`src/rtl/check_collision.sv`:
```
// Maze-wall collision checker for one 16x16 sprite, plus the shared free-running clkdiv counter.
// Optional pillar walls are compiled in with `define COLLIDE_PILLARS_EN.
module check_collision #(
    parameter int FIELD_X0  = 80,
    parameter int FIELD_Y0  = 16,
    parameter int COLS      = 30,
    parameter int ROWS      = 28,
    parameter int TILE_LOG2 = 4
) (
    input  logic        clk,
    input  logic        rst,
    input  logic [9:0]  PacX,
    input  logic [8:0]  PacY,
    input  logic [1:0]  state,
    output logic        result,
    output logic [31:0] clkdiv
);
    // No handshake: inputs are sampled on every rising edge and result follows one clock later.

    localparam int S = 1 << TILE_LOG2;
    localparam logic signed [11:0] S12  = 12'(S);
    localparam logic signed [11:0] X_LO = 12'(FIELD_X0);
    localparam logic signed [11:0] X_HI = 12'(FIELD_X0 + COLS * S - 1);
    localparam logic signed [11:0] Y_LO = 12'(FIELD_Y0);
    localparam logic signed [11:0] Y_HI = 12'(FIELD_Y0 + ROWS * S - 1);

    // Negative probes fall below X_LO/Y_LO, so the range test also covers underflow.
    function automatic logic is_wall(input logic signed [11:0] px, input logic signed [11:0] py);
        logic [11:0] tx;
        logic [11:0] ty;
        is_wall = 1'b0;
        tx = '0;
        ty = '0;
        if (px < X_LO || px > X_HI || py < Y_LO || py > Y_HI) begin
            is_wall = 1'b1;
        end else begin
            tx = 12'(px - X_LO) >> TILE_LOG2;
            ty = 12'(py - Y_LO) >> TILE_LOG2;
            if (tx == 12'd0 || tx == 12'(COLS - 1) || ty == 12'd0 || ty == 12'(ROWS - 1))
                is_wall = 1'b1;
`ifdef COLLIDE_PILLARS_EN
            if (tx[1:0] == 2'd2 && ty[1:0] == 2'd2)
                is_wall = 1'b1;
`endif
        end
    endfunction

    logic signed [11:0] x0, y0;
    logic signed [11:0] xa, ya, xb, yb;
    logic               free_next;

    always_comb begin
        x0 = signed'({2'b00, PacX});
        y0 = signed'({3'b000, PacY});
        xa = x0;
        ya = y0;
        xb = x0;
        yb = y0;
        case (state)
            2'b00: begin ya = y0 - 12'sd1; xb = x0 + S12 - 12'sd1; yb = y0 - 12'sd1; end
            2'b01: begin ya = y0 + S12;    xb = x0 + S12 - 12'sd1; yb = y0 + S12;    end
            2'b10: begin xa = x0 - 12'sd1; xb = x0 - 12'sd1;       yb = y0 + S12 - 12'sd1; end
            default: begin xa = x0 + S12;  xb = x0 + S12;          yb = y0 + S12 - 12'sd1; end
        endcase
        free_next = ~(is_wall(xa, ya) | is_wall(xb, yb));
    end

    always_ff @(posedge clk or negedge rst) begin
        if (!rst) begin
            result <= 1'b0;
            clkdiv <= '0;
        end else begin
            result <= free_next;
            clkdiv <= clkdiv + 32'd1;
        end
    end

endmodule

```
`config.mk`:
```
export PLATFORM = sky130hd
export DESIGN_NAME = check_collision
export DESIGN_NICKNAME = d
export VERILOG_FILES = /design/src/rtl/check_collision.sv
export SDC_FILE = /design/constraint.sdc
export NUM_CORES = 1
export LEC_CHECK = 0
export CAP_MARGIN = 40
export CORE_MARGIN = 3
export CORE_UTILIZATION = 48
export DETAILED_ROUTE_END_ITERATION = 16
export GPL_TIMING_DRIVEN = 0
export PLACE_DENSITY = 0.87
export SLEW_MARGIN = 25
export SYNTH_ARGS = -nofsm -noshare
export SYNTH_HDL_FRONTEND = slang
export SYNTH_SLANG_ARGS = --single-unit
export TNS_END_PERCENT = 20
```
`constraint.sdc`:
```
create_clock -name clk -period 2.15 [get_ports clk]
set_input_delay 0.215 -clock clk [delete_from_list [all_inputs] [get_ports clk]]
set_output_delay 0.215 -clock clk [all_outputs]
set_load 0.005 [all_outputs]
```
# Word-level counts from Yosys, hierarchy flattened
# Cells that the tools add are included.
totals:
  inputBits: 23
  ff_bits: 33
  elab_cells: 55
op_classes:
  n_bitwise: 2
  n_eq_ne: 6
  reduce_logical: 18
  order_cmp: 8
  muxes: 8
  n_addsub: 11
ops:
  columns: ["operator", "count"]
  rows:
  - ["12-bit one-hot mux with 2 select lines", 4]
  - ["12-bit logical NOT", 4]
  - ["32-bit by 1-bit adder with 32-bit output, second input constant", 1]
  - ["8-bit by 5-bit equality test with 1-bit output, second input constant", 4]
  - ["12-bit by 10-bit > comparator with 1-bit output, second input constant", 2]
  - ["12-bit by 11-bit > comparator with 1-bit output, second input constant", 2]
  - ["12-bit by 6-bit < comparator with 1-bit output, second input constant", 2]
  - ["12-bit by 8-bit < comparator with 1-bit output, second input constant", 2]
  - ["12-bit by 6-bit subtractor with 12-bit output, second input constant", 2]
  - ["12-bit by 8-bit subtractor with 12-bit output, second input constant", 2]
  - ["10-bit by 1-bit subtractor with 11-bit output, second input constant", 2]
  - ["1-bit logical OR", 12]
  - ["12-bit by 2-bit subtractor with 12-bit output, second input constant", 1]
  - ["10-bit by 5-bit adder with 11-bit output, second input constant", 1]
  - ["9-bit by 5-bit adder with 10-bit output, second input constant", 1]
  - ["9-bit by 1-bit subtractor with 10-bit output, second input constant", 1]
  - ["1-bit 2-to-1 mux", 4]
  - ["2-bit by 1-bit equality test with 1-bit output, second input constant", 1]
  - ["2-bit equality test, second input constant", 1]
  - ["2-bit logical NOT", 1]
  - ["2-bit OR reduction", 1]
  - ["1-bit inverter", 1]
  - ["1-bit OR", 1]

# Longest topological paths before layout
logic_depth:
  word_depth: 12
  mapped_depth: 11

# Worst setup path before layout
# Ideal clock, no wire load.
synth_path:
  path_type: "in2reg"
  from: "input PacY[4]"
  to: "register result"
  stages: 10
  setup_slack_ns: -0.345
  arrival_time_ns: 2.408
  n_path_buf: 1
  cell_sequence: "ha_1 > clkbuf_1 > xor2_2 > or4b_4 > o2111ai_2 > o2111ai_1 > a21oi_1 > o311ai_1 > or4_1 > a211oi_2"
synth_via:
  elab_chain_cells: 11
  elab_cells_between_ends: 29
  cone_classes: "5 x add/sub; 4 x order compare; 2 x eq/ne; 6 x mux; 2 x bitwise; 10 x reduce/logical"
synth_rtl:
  columns: ["item", "line", "text"]
  rows:
  - ["start, declared", "13", "input logic [8:0] PacY,"]
  - ["9-bit by 5-bit adder with 10-bit output", "61, 62, 63", null]
  - ["10-bit by 1-bit subtractor with 11-bit output", "62, 63", null]
  - ["12-bit one-hot mux with 2 select lines", "59", "case (state)"]
  - ["12-bit by 6-bit subtractor with 12-bit output", "38", "ty = 12'(py - Y_LO) >> TILE_LOG2;"]
  - ["12-bit logical NOT", "39", "if (tx == 12'd0 || tx == 12'(COLS - 1) || ty == 12'd0 || ty == 12'(ROWS - 1))"]
  - ["1-bit logical OR (2 in series)", "39", null]
  - ["1-bit 2-to-1 mux", "39", null]
  - ["1-bit 2-to-1 mux", "34", "if (px < X_LO || px > X_HI || py < Y_LO || py > Y_HI) begin"]
  - ["1-bit OR *", "65", "free_next = ~(is_wall(xa, ya) | is_wall(xb, yb));"]
  - ["1-bit inverter *", "65", null]
  - ["named net free_next", "50", "logic free_next;"]
  - ["end signal, assigned", "73", "result <= free_next;"]
  - ["end, declared", "15", "output logic result,"]
# The timed path passes the listed nets; every way through them passes the cells marked *.

# Worst setup path after layout
layout_path:
  from: "input PacX[1]"
  to: "register result"
layout_via:
  elab_chain_cells: 12
  elab_cells_between_ends: 33
  cone_classes: "5 x add/sub; 4 x order compare; 2 x eq/ne; 6 x mux; 2 x bitwise; 14 x reduce/logical"
layout_rtl:
  columns: ["item", "line", "text"]
  rows:
  - ["start, declared", "12", "input logic [9:0] PacX,"]
  - ["10-bit by 5-bit adder with 11-bit output", "60, 61, 63", null]
  - ["12-bit by 2-bit subtractor with 12-bit output", "60, 61", null]
  - ["12-bit one-hot mux with 2 select lines", "59", null]
  - ["12-bit by 8-bit subtractor with 12-bit output", "37", "tx = 12'(px - X_LO) >> TILE_LOG2;"]
  - ["8-bit by 5-bit equality test with 1-bit output / 12-bit logical NOT (equally long branches)", "39", null]
  - ["1-bit logical OR (3 in series)", "39", null]
  - ["1-bit 2-to-1 mux", "39", null]
  - ["1-bit 2-to-1 mux", "34", null]
  - ["1-bit OR *", "65", null]
  - ["1-bit inverter *", "65", null]
  - ["named net free_next", "50", null]
# Marks and branches as above.

==> metrics.cfg <==
[run_status]
status = finished with violations
failed_checks = setup timing

[cts]
tritoncts_num_sinks = 33
tritoncts.num_buffers = 5
clk_pin_slew_ns = 0.06
h_tree_depth_reported_by_cts = 2
cts_tree = done
maximum_root_to_sink_buffer_count = 2
clock_latency_ns = 0.28
clock_tree.root_cell = sky130_fd_sc_hd__clkbuf_8

[synth]
syn-mean-instance-area_sq_um = 8.46
synth.cells.most_frequent = sky130_fd_sc_hd__xnor2_1, sky130_fd_sc_hd__dfrtp_1, sky130_fd_sc_hd__nand2_1
ys.flop_type = sky130_fd_sc_hd__dfrtp_1
ys.warnings.count = 0
post_synthesis_cell_count = 324
synth.cell_area_sq_mm = 0.00274
synth.most_common_cell = sky130_fd_sc_hd__xnor2_1
synth_enable_flop_cells = 0
ys_seq_elements = 33
synth.area.top_cells = sky130_fd_sc_hd__dfrtp_1, sky130_fd_sc_hd__xnor2_1, sky130_fd_sc_hd__ha_1
synth_top_area_share = 0.301
synthesis.nets = 357
synth_sequential_area_ratio = 0.301
synth_top_cell_by_area = sky130_fd_sc_hd__dfrtp_1
synth_cell_type_count = 56
async_flop_share = 1.00

[power_and_ir_drop]
power.density_cell_area_mw_per_mm2 = 407
p_leak_nw = 1.59
irDropWorstVdd_mv = 0.327

[die]
initial_utilization = 0.517
std_cell_rows = 26
die_height_um = 81.6
area_enclosed_by_the_die_boundary_sq_mm = 0.00665
floorplan.die.width_um = 81.6
num_io_pins = 56
design.core.area_sq_mm = 0.00530

[grt]
gr-total-overflow = 0
gr-usage-all-layers = 0.226
antenna_found_initial = 0
first_global_vias = 2678
maximum_number_of_pins_on_one_net_before_global_route_repair = 34
grt_first_pass_wirelength_mm = 12.0

[placement]
detailed_place_hpwl_mm = 4.99
gp_routability_congestion = 0.953
portBuffers = 52
pre_cts_ws_ns = -1.09

[critical_path]
timing_worst_setup_path_type = input pin to flip-flop
critical_path_peak_fanout = 5
critical_path_arrival_ns = 2.47
critical_path_required_ns = 2.35
crit_path_end_kind = flip-flop
critPathLaunchType = input pin

[detailed_routing]
drtPass1Iterations = 6
ant_nets = 0
detailroute.via_count = 2739
route.final.wire_length_mm = 7.36
post_drt_wl_per_cell_um = 15.9
remaining_drc_errors = 0
detail_route.vias_per_cell = 5.90
dr.first_iter.drc_count = 154

[layout]
syn2layout_area_growth_pct = 40.9
antenna_cells = 0
final_net_count = 426
layout-drive-gt1-share = 0.228

[timing]
setup_ws_ns = -0.127
fmax_mhz = 439
worstMarginPinSlew_ns = 0.685
finalHoldViolCount = 0
rsz0062_at_grt = true
timing.clock.skew_ns = 0.00602
final.min_clock_period_ns = 2.28
max_slew_margin = 0.543
report.final.slew_viol_count = 0
setup_total_negative_slack_ns = -0.127
post-route-period-util = 1.06
finalSetupViolations = 1

[worst_hold_path]
min-delay-path-class = flip-flop to flip-flop

[run]
maxCapViolations = 0

==> worst max-delay path, cell delays in order <==
cell	delay, ns
sky130_fd_sc_hd__dlygate4sd2_1	0.28
sky130_fd_sc_hd__or4_4	0.60
sky130_fd_sc_hd__o311ai_2	0.26
sky130_fd_sc_hd__o311a_1	0.23
sky130_fd_sc_hd__o21ai_2	0.08
sky130_fd_sc_hd__nor4b_2	0.16
sky130_fd_sc_hd__or4_1	0.49
sky130_fd_sc_hd__a211oi_2	0.16
==> registers in the layout (all words and copies together) (netlist names) <==
| register | count |
|---|---|
| clkdiv | 32 |
| result | 1 |
==> through the flow <==
step / hold WS, ns / std cells / utilization / total power [mW] / instance area (sq um)
after detailed placement: 0.297 / 446 / 0.631 / 0.927 / 3350
after CTS: 0.474 / 464 / 0.718 / 1.56 / 3810
after global routing: 0.496 / 464 / 0.729 / 1.63 / 3860
after global placement: 0.464 / 446 / 0.632 / 0.919 / 3350
after floorplan: -0.0806 / 324 / - / 0.823 / 2750
final: 0.470 / 464 / 0.729 / 1.57 / 3860
==> layout make-up <==
type	count	area [sq um]
plain buffers	15	109
clock buffers	7	86.3
clock inverters	1	30.0
fillers	401	1440
inverters	14	60.1
multi-input cells	259	2070
flip-flops and latches	33	826
well taps	70	87.6
repair buffers	65	598
==> cells in the final DEF (no fill, tap or decap), types with 9 or more instances in the layout <==
cell                              Yosys  final
sky130_fd_sc_hd__clkbuf_8             0      9
sky130_fd_sc_hd__buf_4                0     14
sky130_fd_sc_hd__xnor2_1             40     38
sky130_fd_sc_hd__a21oi_1             11      9
sky130_fd_sc_hd__xor2_1              12     12
sky130_fd_sc_hd__nand2_1             32     32
sky130_fd_sc_hd__and3_1              10      9
sky130_fd_sc_hd__clkdlybuf4s50_1      0     36
sky130_fd_sc_hd__dfrtp_1             33     33
sky130_fd_sc_hd__inv_1               14     10
sky130_fd_sc_hd__nor2_1              17     16
sky130_fd_sc_hd__nand3_1             23     21
==> power breakdown <==
part | internal [mW] | switching, mW
registers | 0.622 | 0.000648
clock network | 0.377 | 0.209
logic | 0.158 | 0.204
total | 1.16 | 0.414
==> per-layer routing <==
layer  wire [um]  global-route usage  vias up
met4         193               0.110        0
li1            -                   -     1291
met3         476              0.0252       21
met1        2930               0.268     1301
met5           0                   0        -
met2        3770               0.405      126
==> kinds of logic (layout without fill, tap and decap cells) <==
logic type	Yosys count	after routing	synth area share
simple gates	135	135	0.270
compound gates	55	55	0.144
xor+xnor	53	53	0.172
flops	33	33	0.301
buf+inv	32	102	0.0452
fa+ha+maj	10	10	0.0456
mux	6	6	0.0219
==> what timing repair did <==
| action | CTS | global route |
|---|---|---|
| gates cloned | 1 | 0 |
| pin swaps | 16 | 1 |
| hold buffers | 1 | 0 |
| gates resized for setup | 93 | 16 |
| endpoints found under the setup margin | 8 | 9 |
| endpoints found under the hold margin | 33 | 0 |
| setup buffers | 11 | 0 |
==> final timing paths <==
| kind | depth (start not counted) | startpoint | endpoint | slack [ns] |
|---|---|---|---|---|
| setup / recovery | 8 | PacX[1] | result | -0.13 |
| max in group asynchronous | 2 | rst | clkdiv[27] | 1.19 |
| min in group asynchronous | 2 | rst | clkdiv[6] | 0.52 |
| setup reg to reg | 9 | clkdiv[0] | clkdiv[26] | 0.10 |
| hold reg to reg | 1 | clkdiv[31] | clkdiv[31] | 0.47 |
| hold / removal | 1 | clkdiv[31] | clkdiv[31] | 0.47 |
Power figures use the tool's default switching activity.
==> variant 1 (same settings) <==
Build with the macro `COLLIDE_PILLARS_EN` defined.
--- a/src/rtl/check_collision.sv
+++ b/src/rtl/check_collision.sv
@@ -2,2 +2,4 @@
 // Optional pillar walls are compiled in with `define COLLIDE_PILLARS_EN.
+`define COLLIDE_PILLARS_EN
+
 module check_collision #(
Function: changed (a bounded check fails within 4 cycles, from zero or initial values and one cycle with rst low).
==> variant 1 against the unedited design <==
- global-route usage shrank 0.17 points
- routed wire length grew 27%
- register-to-register slack gained 0.10 ns
- power shrank 2.6%
- sequential cell count is the same
- setup slack gained 0.14 ns
- cell area grew 12%
- area after synthesis grew 14%
- clock power shrank 27%
- critical path type unchanged
- largest power group unchanged
- highest routed layer unchanged
==> variant 1: results (changes against the unedited design) <==
| Metric | Value |
|---|---|
| HPWL after detailed placement | `5970 um (+20%)` |
| Sequential-to-total area share from yosys stat | `0.263 (-0.0380)` |
| Leak | `1.75 nW (+10%)` |
| First-pass GRT wire length | `13800 um (+15%)` |
| Clk power | `0.430 mW (-27%)` |
| Sequential Power Share | `0.408 (+0.012)` |
| Met2 Usage GRT | `0.371 (-0.0334)` |
| Synth Area in XOR/XNOR | `0.145 (-0.0269)` |
| Vias | `3378 (+23%)` |
| Worst EP arrival | `2.31 ns (-0.16 ns)` |
| Via density | `6.46 (+9.4%)` |
| Share of post-route cells with drive strength above 1 | `0.275 (+0.0461)` |
| Post-route ant nets | `0 (unchanged)` |
| Top post-synthesis cells by area | `dfrtp_1 26%, xnor2_1 9.8%, xor2_1 4.7%` |
| Area after DPL | `3750 um2 (+12%)` |
| Slew margin rel. | `0.544 (about the same)` |
| Worst vdd ir | `365 uV (+11%)` |
| Top cells by count, synth | `35 x xnor2_1, 33 x dfrtp_1, 26 x nand3_1` |
| Hold WS | `0.473 ns (+0.00357 ns)` |
| Routing usage on met1 | `0.290 (+0.0221)` |
| Worst r2r dst | `clkdiv[27]$_DFF_PN0_` |
| Wire per inst | `17.8 um (+12%)` |
| Grt met3 use | `0.0361 (+0.0109)` |
| Power Dens Cells | `352 nW/um2 (-13%)` |
| RePlAce Congestion | `0.914 (-4.0%)` |
| Diode count | `0 (unchanged)` |
| WL met2 | `4380 um (+16%)` |
| Met1 WL | `3720 um (+27%)` |
| Filler Cells Inserted | `432 (+7.7%)` |
| Post-Syn Instances | `367 (+13%)` |
| Compound-Gate Fraction of Synth Area | `0.187 (+0.0433)` |
| Iter 0 DRT Violations | `181 (+18%)` |
| Gr usage total | `0.224 (-0.00166)` |
| Dpl cells | `492 (+10%)` |
| Netlist cell types | `75 (+34%)` |
| Crit path max fanout | `6 (+1)` |
| RR Startpoint | `clkdiv[2]$_DFF_PN0_` |
| Mapped Nets | `400 (+12%)` |
| Routed wire length on met3 | `821 um (+72%)` |
| Internal | `1.06 mW (-8.8%)` |
| IO Port Bufs | `50 (-3.8%)` |
| Post-synthesis adder-cell area fraction | `0.0399 (-0.00575)` |
| Number of global-route vias before repair | `2993 (+12%)` |
| Power, Total | `1.53 mW (-2.6%)` |
| Outcome | `finished, final reports clean` |
| R2R depth | `7 (-2)` |
| Clk root buf | `clkbuf_8` |
| Final min period | `2.13 ns (-0.144 ns)` |
| Post-synthesis mux area share | `0.0132 (-0.00874)` |
| Worst reg-to-reg setup slack | `0.20 ns (+0.10 ns)` |
| Nets | `480 (+13%)` |
| CP startpoint | `PacX[7]` |
| Post-Place Worst Slack | `-0.881 ns (+0.208 ns)` |
| DRT Pass-1 Iters | `5 (-1)` |
## variant 1: cell types whose count changed after synthesis, moves of 4 or more
cell	before	now
buf_2	3	9
nand2_1	32	25
nand4_1	5	14
o211ai_1	3	7
o21a_1	0	4
or3_1	3	7
xnor2_1	40	35
xor2_1	12	17
## variant 1: timing repair
action / 4_1_cts / 5_1_grt
buffers inserted: 5 / 16
setup endpoints to repair: 9 / 8
gates resized for setup: 47 / 93
pin swaps: 5 / 26
cloned: 0 / 2
hold buffers: 1 / 0
endpoints found under the hold margin: 26 / 0
## variant 1: final cells by class
type	instances	share of cell area
Tap cell	75	0.0216
Clock inverter	2	0.00230
Inverter	13	0.0138
Multi-Input combinational cell	297	0.557
Buffer	23	0.0515
Sequential cell	33	0.190
Clock buffer	6	0.0167
Timing Repair Buffer	74	0.147
## variant 1: worst max-delay path: stages
cell           delay [ns]
dlygate4sd2_1        0.30
or3_4                0.44
or3_4                0.36
a31oi_4              0.22
mux2i_2              0.11
nor4_4               0.22
nand4_1              0.15
nor4bb_2             0.30
==> variant 2 (same settings) <==
Made on the original files. Register the inputs `PacX`, `PacY` and `state` before use, without a reset. The logic sees them one clock later.
--- a/src/rtl/check_collision.sv
+++ b/src/rtl/check_collision.sv
@@ -25,2 +25,12 @@
     localparam logic signed [11:0] Y_HI = 12'(FIELD_Y0 + ROWS * S - 1);
+
+    logic [9:0] PacX_q;
+    logic [8:0] PacY_q;
+    logic [1:0] state_q;
+
+    always_ff @(posedge clk) begin
+        PacX_q  <= PacX;
+        PacY_q  <= PacY;
+        state_q <= state;
+    end
 
@@ -52,4 +62,4 @@
     always_comb begin
-        x0 = signed'({2'b00, PacX});
-        y0 = signed'({3'b000, PacY});
+        x0 = signed'({2'b00, PacX_q});
+        y0 = signed'({3'b000, PacY_q});
         xa = x0;
@@ -58,3 +68,3 @@
         yb = y0;
-        case (state)
+        case (state_q)
             2'b00: begin ya = y0 - 12'sd1; xb = x0 + S12 - 12'sd1; yb = y0 - 12'sd1; end
Check against the original RTL: not equivalent (Yosys sat finds a counterexample within 4 cycles, from zero or initial values and one cycle with rst low).
==> variant 2 against the unedited design <==
- the run still ends with negative setup slack left
- area after synthesis increased by 15%
- sequential share of layout area up 9.6 points
- core utilization down 6.8 points
- clock power is 14% higher
- cell area grew 4.9%
- power increased by 29%
- setup slack lost 0.35 ns
- cell count grew 4.5%
- sequential cell count rose by 21
- fmax fell by 13%
- clock skew up 0.0081 ns
- via count rose by 2.5%
- register-to-register slack got worse by 0.58 ns
- largest cell class unchanged
- routed wire length increased by 6.3%
==> variant 2: results (changes against the unedited design) <==
| Metric | Value |
|---|---|
| Outcome | `finished, violations left` |
| Failing checks | `negative setup slack` |
| Worst EP arrival | `2.83 ns (+0.36 ns)` |
| Nets | `442 (+3.8%)` |
| IO Port Bufs | `55 (+5.8%)` |
| Top cells by count, synth | `40 x xnor2_1, 33 x dfrtp_1, 32 x nand2_1` |
| Worst hold path startpoint | `PacY[5]` |
| Met2 Usage GRT | `0.349 (-0.0562)` |
| Worst vdd ir | `565 uV (+73%)` |
| Compound-Gate Fraction of Synth Area | `0.125 (-0.0191)` |
| Netlist cell types | `57 (+1.8%)` |
| Number of global-route vias before repair | `2828 (+5.6%)` |
| Leak | `1.66 nW (+4.0%)` |
| Clock transition at path regs | `0.09 ns (+0.03 ns)` |
| Hold Path Class | `input port to flop` |
| Biggest regs | `clkdiv (32), PacX_q (10), PacY_q (9)` |
| Post-synthesis adder-cell area fraction | `0.0396 (-0.00607)` |
| Gr usage total | `0.210 (-0.0162)` |
| Share of post-route cells with drive strength above 1 | `0.112 (-0.116)` |
| Post-Syn Instances | `345 (+6.5%)` |
| HPWL after detailed placement | `5540 um (+11%)` |
| Mapped Nets | `378 (+5.9%)` |
| Hold WS | `0.336 ns (-0.134 ns)` |
| Final setup violation count | `1 (unchanged)` |
| Post-CTS sizing | `20 (-78%)` |
| Post-Route WL | `7820 um (+6.3%)` |
| Synth Area in XOR/XNOR | `0.149 (-0.0229)` |
| Sequential-to-total area share from yosys stat | `0.394 (+0.0929)` |
| Via density | `5.79 (-1.9%)` |
| Top post-synthesis cells by area | `dfrtp_1 26%, dfxtp_1 13%, xnor2_1 11%` |
| Routing usage on met1 | `0.266 (-0.00142)` |
| DRT Pass-1 Iters | `4 (-2)` |
| CP startpoint | `PacY_q[5]$_DFF_P_` |
| Iter 0 DRT Violations | `251 (+63%)` |
| Post-synthesis mux area share | `0.0190 (-0.00291)` |
| Post-synth ARST share | `0.611 (-0.389)` |
| Crit path max fanout | `6 (+1)` |
| Setup TNS | `-0.477 ns (-0.350 ns)` |
| Worst Skew | `0.0141 ns (+0.00812 ns)` |
| RePlAce Congestion | `0.930 (-2.4%)` |
| Area after DPL | `3810 um2 (+14%)` |
| Final worst slack | `-0.477 ns (-0.350 ns)` |
| Postcts setup bufs | `3 (-8)` |
==> variant 2: layer usage <==
layer	vias up	routed length, um
li1	1352	-
met1	1332	3230
met2	119	3900
met3	5	639
met4	0	57
met5	-	0
==> variant 2: power breakdown <==
| group | switching, mW | internal [mW] | total [mW] |
|---|---|---|---|
| logic | 0.169 | 0.142 | 0.311 |
| clock network | 0.326 | 0.343 | 0.669 |
| registers | 0.0216 | 1.03 | 1.05 |
==> variant 2: logic make-up (layout without fill, tap and decap cells) <==
group,Yosys count,after routing
simple gates,135,135
buf+inv,32,97
xor+xnor,53,53
mux,6,6
compound gates,55,55
fa+ha+maj,10,10
flops,54,54
==> variant 2: worst max-delay path: stages, from the launching register on <==
cell       delay, ns
dfxtp_4         0.38
ha_4            0.19
xor2_2          0.19
or4b_4          0.57
o2111ai_2       0.19
o2111ai_1       0.13
a21oi_1         0.16
o311ai_1        0.10
or4_1           0.42
a211oi_2        0.19
==> variant 2: cell type report <==
type | instances | area, um2
buffer | 16 | 72.6
clock buffer | 5 | 68.8
clock inverter | 3 | 40.0
fill | 444 | 2080
inverter | 14 | 55.1
multi-input combinational | 259 | 1890
sequential | 54 | 1250
tap | 75 | 93.8
timing repair buffer | 59 | 578
==> variant 2: worst paths after layout <==
path | to | cells past startpoint
setup / recovery | result$_DFF_PN0_ | 9
hold / removal | PacY_q[5]$_DFF_P_ | 1
setup reg to reg | result$_DFF_PN0_ | 9
hold reg to reg | clkdiv[18]$_DFF_PN0_ | 1
max in group asynchronous | clkdiv[3]$_DFF_PN0_ | 2
min in group asynchronous | clkdiv[23]$_DFF_PN0_ | 2
